$ cat src/rtl/reg_word_serializer_pkg.sv
// Shared definitions for the word serializer: FSM state encoding and the
// counter-width helper used by the top level and the beat counter.
package reg_word_serializer_pkg;

  typedef enum logic {
    RS_IDLE  = 1'b0,
    RS_SHIFT = 1'b1
  } rs_state_e;

  // ceil(log2(n)) with a floor of 1 so a single-beat word still has a counter bit
  function automatic int unsigned clog2_min1(input int unsigned n);
    int unsigned r;
    r = 0;
    for (int unsigned i = 0; i < 32; i++) begin
      if ((64'd1 << i) < 64'(n)) r = i + 1;
    end
    return (r == 0) ? 1 : r;
  endfunction

endpackage

$ cat src/rtl/reg_word_serializer_if.sv
// Stream bundle for the word serializer.
//   in_data/in_valid/in_ready     : parallel word input handshake
//   out_data/out_valid/out_ready  : serial beat output handshake
//   out_last                      : final beat of the current word
//   busy                          : a word is being drained
// slave = serializer side, master = producer/consumer side.
interface reg_word_serializer_if #(
  parameter int unsigned WIDTH = 32,
  parameter int unsigned SER_W = 1
);
  logic [WIDTH-1:0] in_data;
  logic             in_valid;
  logic             in_ready;
  logic [SER_W-1:0] out_data;
  logic             out_valid;
  logic             out_ready;
  logic             out_last;
  logic             busy;

  modport slave (
    input  in_data, in_valid, out_ready,
    output in_ready, out_data, out_valid, out_last, busy
  );

  modport master (
    output in_data, in_valid, out_ready,
    input  in_ready, out_data, out_valid, out_last, busy
  );
endinterface

$ cat src/rtl/reg_word_serializer_beat_counter.sv
// Beat index within the word being drained.
//   clk, reset : clock and synchronous active-high reset
//   clr        : restart at beat 0 (word load)
//   inc        : advance one beat (non-final beat accepted)
//   count      : current beat index
//   is_last    : current beat is the final one of the word
module ser_beat_counter
  import reg_word_serializer_pkg::*;
#(
  parameter int unsigned BEATS = 32
) (
  input  logic                         clk,
  input  logic                         reset,
  input  logic                         clr,
  input  logic                         inc,
  output logic [clog2_min1(BEATS)-1:0] count,
  output logic                         is_last
);
  localparam int unsigned CW = clog2_min1(BEATS);

  logic [CW-1:0] r_count;

  // Never increments past the last beat; only a load returns it to 0
  always_ff @(posedge clk) begin
    if (reset)    r_count <= '0;
    else if (clr) r_count <= '0;
    else if (inc) r_count <= r_count + CW'(1);
  end

  assign count   = r_count;
  assign is_last = (r_count == CW'(BEATS - 1));
endmodule

$ cat src/rtl/reg_word_serializer.sv
// Parallel-to-serial word drain: loads a WIDTH-bit word and emits it as
// SER_W-bit beats, LSB beat first, with out_last on the final beat.
// A new word may load in the same cycle the final beat is accepted.
//   clk, reset : clock and synchronous active-high reset
//   bus        : stream bundle (slave side), see reg_word_serializer_if
module reg_word_serializer
  import reg_word_serializer_pkg::*;
#(
  parameter int unsigned WIDTH = 32,
  parameter int unsigned SER_W = 1
) (
  input  logic                  clk,
  input  logic                  reset,
  reg_word_serializer_if.slave  bus
);
  localparam int unsigned BEATS = WIDTH / SER_W;
  localparam int unsigned CW    = clog2_min1(BEATS);

  rs_state_e        r_state;
  rs_state_e        w_state_nxt;
  logic [WIDTH-1:0] r_shreg;
  logic [CW-1:0]    w_count;
  logic             w_is_last;
  logic             w_ready_raw;
  logic             w_in_ready;
  logic             w_load;
  logic             w_shift;
  logic             w_out_valid;

  ser_beat_counter #(.BEATS(BEATS)) u_beat_cnt (
    .clk     (clk),
    .reset   (reset),
    .clr     (w_load),
    .inc     (w_shift),
    .count   (w_count),
    .is_last (w_is_last)
  );

  // State register
  always_ff @(posedge clk) begin
    if (reset) r_state <= RS_IDLE;
    else       r_state <= w_state_nxt;
  end

  // Next state and handshake decode
  always_comb begin
    w_state_nxt = r_state;
    w_ready_raw = 1'b0;
    w_shift     = 1'b0;
    case (r_state)
      RS_IDLE: begin
        w_ready_raw = 1'b1;
        if (bus.in_valid) w_state_nxt = RS_SHIFT;
      end
      RS_SHIFT: begin
        if (bus.out_ready) begin
          if (w_is_last) begin
            // Final beat leaves: accept the next word now to avoid a bubble
            w_ready_raw = 1'b1;
            if (!bus.in_valid) w_state_nxt = RS_IDLE;
          end else begin
            w_shift = 1'b1;
          end
        end
      end
    endcase
  end

  assign w_in_ready = w_ready_raw & ~reset;
  assign w_load     = w_in_ready & bus.in_valid;

  // Shift register: load on accept, zero-filled right shift per non-final beat
  always_ff @(posedge clk) begin
    if (reset)        r_shreg <= '0;
    else if (w_load)  r_shreg <= bus.in_data;
    else if (w_shift) r_shreg <= r_shreg >> SER_W;
  end

  assign w_out_valid   = (r_state == RS_SHIFT);
  assign bus.in_ready  = w_in_ready;
  assign bus.out_valid = w_out_valid;
  assign bus.busy      = w_out_valid;
  assign bus.out_data  = r_shreg[SER_W-1:0];
  assign bus.out_last  = w_out_valid & (w_count == CW'(BEATS - 1));
endmodule

$ cat src/flat_wrapper.sv
// flat-port wrapper written by rule: the top's interface ports become plain ports
module reg_word_serializer_flat import reg_word_serializer_pkg::*;
#(
  parameter int unsigned WIDTH = 32,
  parameter int unsigned SER_W = 1
)
  (clk, reset, bus_in_data, bus_in_valid, bus_out_ready, bus_in_ready, bus_out_data, bus_out_valid, bus_out_last, bus_busy);
  reg_word_serializer_if #(.WIDTH(WIDTH), .SER_W(SER_W)) bus_i ();
  input  logic clk;
  input  logic reset;
  input wire logic [$bits(bus_i.in_data)-1:0] bus_in_data;
  input wire logic [$bits(bus_i.in_valid)-1:0] bus_in_valid;
  input wire logic [$bits(bus_i.out_ready)-1:0] bus_out_ready;
  output wire logic [$bits(bus_i.in_ready)-1:0] bus_in_ready;
  output wire logic [$bits(bus_i.out_data)-1:0] bus_out_data;
  output wire logic [$bits(bus_i.out_valid)-1:0] bus_out_valid;
  output wire logic [$bits(bus_i.out_last)-1:0] bus_out_last;
  output wire logic [$bits(bus_i.busy)-1:0] bus_busy;
  assign bus_i.in_data = bus_in_data;
  assign bus_i.in_valid = bus_in_valid;
  assign bus_i.out_ready = bus_out_ready;
  assign bus_in_ready = bus_i.in_ready;
  assign bus_out_data = bus_i.out_data;
  assign bus_out_valid = bus_i.out_valid;
  assign bus_out_last = bus_i.out_last;
  assign bus_busy = bus_i.busy;
  reg_word_serializer #(.WIDTH(WIDTH), .SER_W(SER_W)) u_core (.clk(clk), .reset(reset), .bus(bus_i));
endmodule
$ cat config.mk
export PLATFORM = sky130hd
export DESIGN_NAME = reg_word_serializer_flat
export DESIGN_NICKNAME = d
export VERILOG_FILES = /design/src/rtl/reg_word_serializer_pkg.sv /design/src/rtl/reg_word_serializer_if.sv /design/src/rtl/reg_word_serializer_beat_counter.sv /design/src/rtl/reg_word_serializer.sv /design/src/flat_wrapper.sv
export SDC_FILE = /design/constraint.sdc
export NUM_CORES = 1
export LEC_CHECK = 0
export CORE_MARGIN = 3
export CORE_UTILIZATION = 32
export CTS_BUF_LIST = sky130_fd_sc_hd__clkbuf_4 sky130_fd_sc_hd__clkbuf_8
export CTS_CLUSTER_SIZE = 12
export DETAILED_ROUTE_END_ITERATION = 12
export PLACE_DENSITY = 0.63
export SLEW_MARGIN = 30
export SYNTH_ARGS = -nofsm -noshare
export SYNTH_HDL_FRONTEND = slang
export SYNTH_SLANG_ARGS = --single-unit
$ cat constraint.sdc
create_clock -name clk -period 1.9 [get_ports clk]
set_clock_uncertainty 0.2 [all_clocks]
set_input_delay 0.38 -clock clk [delete_from_list [all_inputs] [get_ports clk]]
set_output_delay 0.38 -clock clk [all_outputs]
set_load 0.02 [all_outputs]
==> results.json, run 1 <==
{
  "pin_count": 41,
  "firstDrtPassIters": 4,
  "end_kind": "register",
  "dp_hpwl_um": 2910,
  "relSlewSlack": 0.596,
  "grt_overflow": 0,
  "wirelength_um": 5790,
  "syn-cell-area_um2": 1940,
  "cp_common_cell": "ha_4",
  "insertion_delay_ns": 0.30,
  "ys_seq_area_frac": 0.393,
  "cp.required_ns": 1.91,
  "worstPathMaxFanout": 6,
  "slowest_delay_ns": 0.36,
  "grt_setup_unrepaired": "yes",
  "vias": 1845,
  "cts_tree": "built",
  "max_freq_mhz": 477,
  "hold_path_depth": 2,
  "setup_viol": 37,
  "num_rows": 27,
  "crit_type": "reg2reg",
  "cts_buffers": 5,
  "cp_slowest_cell": "dfxtp_2",
  "synth_cells": 214,
  "syn-num-nets": 252,
  "nets": 312,
  "ys_seq_elements": 38,
  "die-area_um2": 7020,
  "power_density_nw_per_um2": 619,
  "postRouteAntennaNets": 0,
  "ys_warn_count": 0,
  "fin_crit_sh": 1.10,
  "seq_area_um2": 763,
  "antenna_found_initial": 0,
  "clock_path_buffers": 2,
  "peakVddDrop_uv": 327,
  "nFillCells": 501,
  "cap_violations": 0,
  "multiInputGateArea_um2": 1140,
  "die_h_um": 83.8,
  "area_growth_pct": 56.7,
  "power_leakage_nw": 1.04,
  "cts.clk_slew.worst_paths_ns": 0.08,
  "tightest_slew_ns": 0.605,
  "cts_hold_buf": 0,
  "gp_congestion": 0.666,
  "grt_usage": 0.162,
  "fin_crit_ns": 2.10,
  "drtIter0Drc": 100,
  "violations": "setup timing",
  "grt_pass1_wl_um": 9190,
  "ys_types": 29,
  "clock-root-buffer": "clkbuf_8",
  "maxSlewViolCount": 0,
  "cp_cell_sequence": "ha_4, and3_4, ha_4, a21boi_4, buf_12, or2_4, buf_16, a311oi_2",
  "worstPathArrival_ns": 2.11,
  "hold_path_class": "reg2reg",
  "port_buffers": 40,
  "worst_slack_ns": -0.198,
  "cts_sinks": 38,
  "grt_start_max_net_pins": 39,
  "antenna_cells": 0,
  "stdcell_area_um2": 3030,
  "cp_num_cells": 8,
  "drc_errors": 0,
  "routed_via_density": 5.33,
  "dpl-instance-area_um2": 2490,
  "grt_pass1_vias": 1819,
  "core_area_um2": 5680,
  "status": "finished, violations left",
  "cts.htree.levels": 2,
  "wl_per_cell_um": 16.7,
  "drive_above_1_share": 0.347,
  "total_power_mw": 1.88,
  "dp_slack_ns": -0.424,
  "hold_ws_ns": 0.296,
  "cp-start-kind": "register",
  "postSynthAreaPerCell_um2": 9.05,
  "cpLargestDelayFamily": "simple AND/OR/NAND/NOR gates",
  "worstRegToRegCells": 8,
  "die_w_um": 83.8,
  "fin_util": 0.535,
  "crit_buf_inv": 2,
  "final-hold-violation-count": 0,
  "start_util": 0.341
}
## report_power, final
group | switching (mW) | internal, mW | total, mW
registers | 0.0291 | 0.847 | 0.876
logic | 0.199 | 0.263 | 0.462
clock network | 0.292 | 0.246 | 0.539
## kinds of logic after synthesis
family,Yosys count,synth area share
simple gates,111,0.255
flops,38,0.393
fa+ha+maj,2,0.0129
buf+inv,23,0.0646
mux,2,0.0103
compound gates,36,0.256
xor+xnor,2,0.00905
## cells in the final DEF, fill, tap and decap left out, types with 2 or more instances in the layout
cell type and n:
buf_6 4, dlygate4sd2_1 2, dfxtp_1 36, nor3_1 32, clkbuf_8 5, ha_4 2
clkinv_2 2, buf_16 5, nor3_2 3, nand2_1 60, nor2_1 2, buf_12 8
dfxtp_2 2, buf_4 16, clkdlybuf4s50_1 35, clkbuf_16 3, a311oi_2 31, nand2_2 2
## metal layers
metal | up-vias | global-route usage | share of wire | wire length, µm
li1 | 895 | - | - | -
met1 | 893 | 0.222 | 0.46 | 2690
met2 | 50 | 0.244 | 0.48 | 2760
met3 | 7 | 0.0395 | 0.045 | 258
met4 | 0 | 0.0614 | 0.013 | 77
met5 | - | 0 | 0 | 0
## state kept, by name (all words and copies together) (netlist names)
register and flops:
u_core.bus.busy 1, u_core.r_shreg 32, u_core.u_beat_cnt.count 5
## per-stage QoR
step                      setup TNS, ns  std cells
final                             -5.11        346
after global placement           -14.04        320
after detailed placement         -14.78        320
after floorplan                       0        214
after global routing              -7.48        346
after CTS                         -4.04        341
## path summary, 6_finish.rpt
check / from / to / slack (ns)
worst max-delay path: u_core.u_beat_cnt.count[0] / u_core.r_shreg[30] / -0.20
worst min-delay path: u_core.r_shreg[22] / u_core.r_shreg[21] / 0.30
worst max register to register: u_core.u_beat_cnt.count[0] / u_core.r_shreg[30] / -0.20
worst min register to register: u_core.r_shreg[22] / u_core.r_shreg[21] / 0.30
## worst reg2reg max path, delay by kind of cell (launching register included)
family / cells / cell delay (ns)
AO/OA/AOI/OAI: 2 / 0.32
adder cells (fa/ha/maj): 2 / 0.30
buffers and inverters: 2 / 0.32
flip-flops: 1 / 0.36
AND/OR/NAND/NOR: 2 / 0.51
## Yosys cell counts
master,instances,share of area
and3_1,1,0.0032
a311oi_1,1,0.0045
buf_4,1,0.0039
clkbuf_1,9,0.017
a21boi_2,1,0.0058
ha_1,2,0.013
or2_1,1,0.0032
a211oi_1,1,0.0039
buf_2,10,0.026
and3b_1,1,0.0045
nand4b_1,1,0.0045
dfxtp_1,38,0.39
or3b_2,1,0.0045
nand2_1,62,0.12
xnor2_1,1,0.0045
xor2_1,1,0.0045
nor2_1,4,0.0077
mux2i_1,2,0.010
nand3b_1,1,0.0039
nand2b_1,1,0.0032
nand3_1,1,0.0026
o21ai_0,1,0.0026
buf_6,3,0.017
or3_1,1,0.0032
a21oi_1,1,0.0026
o211ai_1,1,0.0039
nor3_1,35,0.090
and2_1,1,0.0032
a311oi_2,30,0.23
## area by class of cell
class	instances	share of cell area
Multi-Input combinational cell	153	0.377
Timing Repair Buffer	76	0.316
Sequential cell	38	0.252
Tap cell	72	0.0297
Clock buffer	5	0.0227
Clock inverter	2	0.00330
## timing repair
action,in CTS,in global routing
pin swaps,10,12
gates resized for setup,39,8
cloned,8,3
setup endpoints to repair,41,39
buffers inserted,7,4
Power figures use the tool's default switching activity.
==> run 2: changes to the inputs <==
- HOLD_SLACK_MARGIN: not set -> 0.1
==> results of run 2 <==
No change in the layout: final DEF, timing and power equal those of run 1.
==> run 3: changes to the inputs <==
- CORE_UTILIZATION: 32 -> 47
- GPL_TIMING_DRIVEN: not set -> 0
- PLACE_DENSITY: 0.63 -> 0.85
==> results.json, run 3 (synthesis results as in run 1) <==
{
  "core_area_um2": 3830,
  "wirelength_um": 5650,
  "drc_errors": 0,
  "num_rows": 22,
  "die_h_um": 70.2,
  "nets": 319,
  "dpl-instance-area_um2": 2470,
  "cp.required_ns": 1.32,
  "dp_slack_ns": -0.707,
  "fin_crit_ns": 2.23,
  "vias": 1885,
  "postRouteAntennaNets": 0,
  "pin_count": 41,
  "fin_crit_sh": 1.18,
  "relSlewSlack": 0.537,
  "firstDrtPassIters": 4,
  "final_common_cell": "nand2_1",
  "cts_hold_buf": 0,
  "drtIter0Drc": 115,
  "insertion_delay_ns": 0.30,
  "power_leakage_nw": 1.06,
  "grt_pass1_vias": 1847,
  "start_util": 0.506,
  "peakVddDrop_uv": 498,
  "grt_pass1_wl_um": 8650,
  "worstPathArrival_ns": 1.65,
  "violations": "setup timing",
  "drive_above_1_share": 0.376,
  "largest_reg_flops": 32,
  "dp_cells": 302,
  "cts_sinks": 38,
  "stdcell_area_um2": 2970,
  "gp_congestion": 0.727,
  "routed_via_density": 5.71,
  "cp-start-kind": "input pin",
  "top_register": "u_core.r_shreg",
  "cts_buffers": 5,
  "cts_tree": "built",
  "power_density_nw_per_um2": 640,
  "final-hold-violation-count": 0,
  "end_kind": "output port",
  "setup_viol": 38,
  "tightest_slew_ns": 0.695,
  "hold_path_class": "reg2reg",
  "grt_usage": 0.219,
  "cts.htree.levels": 2,
  "clock-root-buffer": "clkbuf_8",
  "worstPathMaxFanout": 10,
  "port_buffers": 40,
  "status": "finished, violations left",
  "max_freq_mhz": 448,
  "die_w_um": 70.2,
  "wl_per_cell_um": 17.1,
  "die-area_um2": 4930,
  "fin_cells": 330,
  "antenna_found_initial": 0,
  "cts.clk_slew.worst_paths_ns": 0.08,
  "layout_common_cells": "nand2_1 (48), clkdlybuf4s50_1 (36), nor3_1 (35), dfxtp_1 (35), a311oi_2 (31)",
  "grt_start_max_net_pins": 12,
  "cap_violations": 0,
  "dp_hpwl_um": 3130,
  "clock_path_buffers": 2,
  "grt_overflow": 0,
  "area_growth_pct": 53.6,
  "antenna_cells": 0,
  "maxSlewViolCount": 0,
  "worst_slack_ns": -0.334,
  "crit_type": "in2out",
  "grt_setup_unrepaired": "yes"
}
run 3: cell types whose count changed in the layout (fill, tap and decap cells not counted), moves of 5 or more:
| cell | delta |
|---|---|
| buf_16 | -5 |
| buf_4 | -5 |
| buf_6 | +8 |
| clkbuf_1 | +6 |
| nand2_1 | -12 |
| nand2_2 | +11 |
run 3: final cells by class:
type	count	area [µm²]
multi-input cells	153	1160
clock inverters	1	5.00
flip-flops and latches	38	767
repair buffers	61	663
plain buffers	22	231
fillers	258	852
clock buffers	7	90.1
well taps	48	60.1
run 3: power breakdown:
group	total, mW	internal, mW	switching, mW	leakage, nW
sequential	0.881	0.847	0.0348	0.313
combinational	0.427	0.235	0.192	0.692
clock	0.596	0.307	0.289	0.0517
run 3: worst paths after layout:
path	from	endpoint	slack, ns	cells after the start
max	reset	bus_in_ready	-0.33	4
min	u_core.r_shreg[28]	u_core.r_shreg[27]	0.31	2
max reg2reg	u_core.u_beat_cnt.count[0]	u_core.r_shreg[28]	-0.27	10
min reg2reg	u_core.r_shreg[28]	u_core.r_shreg[27]	0.31	2
run 3: stage by stage:
stage / hold WS (ns) / util / TNS (ns) / power, mW
final: 0.311 / 0.777 / -7.93 / 1.90
after CTS: 0.287 / 0.745 / -7.06 / 1.86
after global routing: 0.328 / 0.777 / -10.64 / 1.97
after floorplan: 0.261 / - / 0 / 1.09
after detailed placement: 0.283 / 0.646 / -11.42 / 1.22
after global placement: 0.272 / 0.646 / -10.40 / 1.22
run 3: repair_timing:
| action | CTS | global route |
|---|---|---|
| setup buffers | 13 | 5 |
| pin swaps | 6 | 10 |
| gates resized for setup | 42 | 29 |
| gates cloned | 4 | 2 |
| setup endpoints to repair | 39 | 41 |
run 3: worst max-delay path: stages:
cell and delay, ns:
clkdlybuf4s50_1 0.53, clkbuf_1 0.49, nor2_2 0.10, buf_6 0.15
run 3: routing by layer:
| layer | routed length, µm | GRT usage | up-vias | part of all wire |
|---|---|---|---|---|
| met2 | 2890 | 0.376 | 54 | 0.51 |
| met4 | 123 | 0.0681 | 0 | 0.022 |
| li1 | - | - | 909 | - |
| met1 | 2390 | 0.268 | 908 | 0.42 |
| met5 | 0 | 0 | - | 0 |
| met3 | 249 | 0.0561 | 14 | 0.044 |
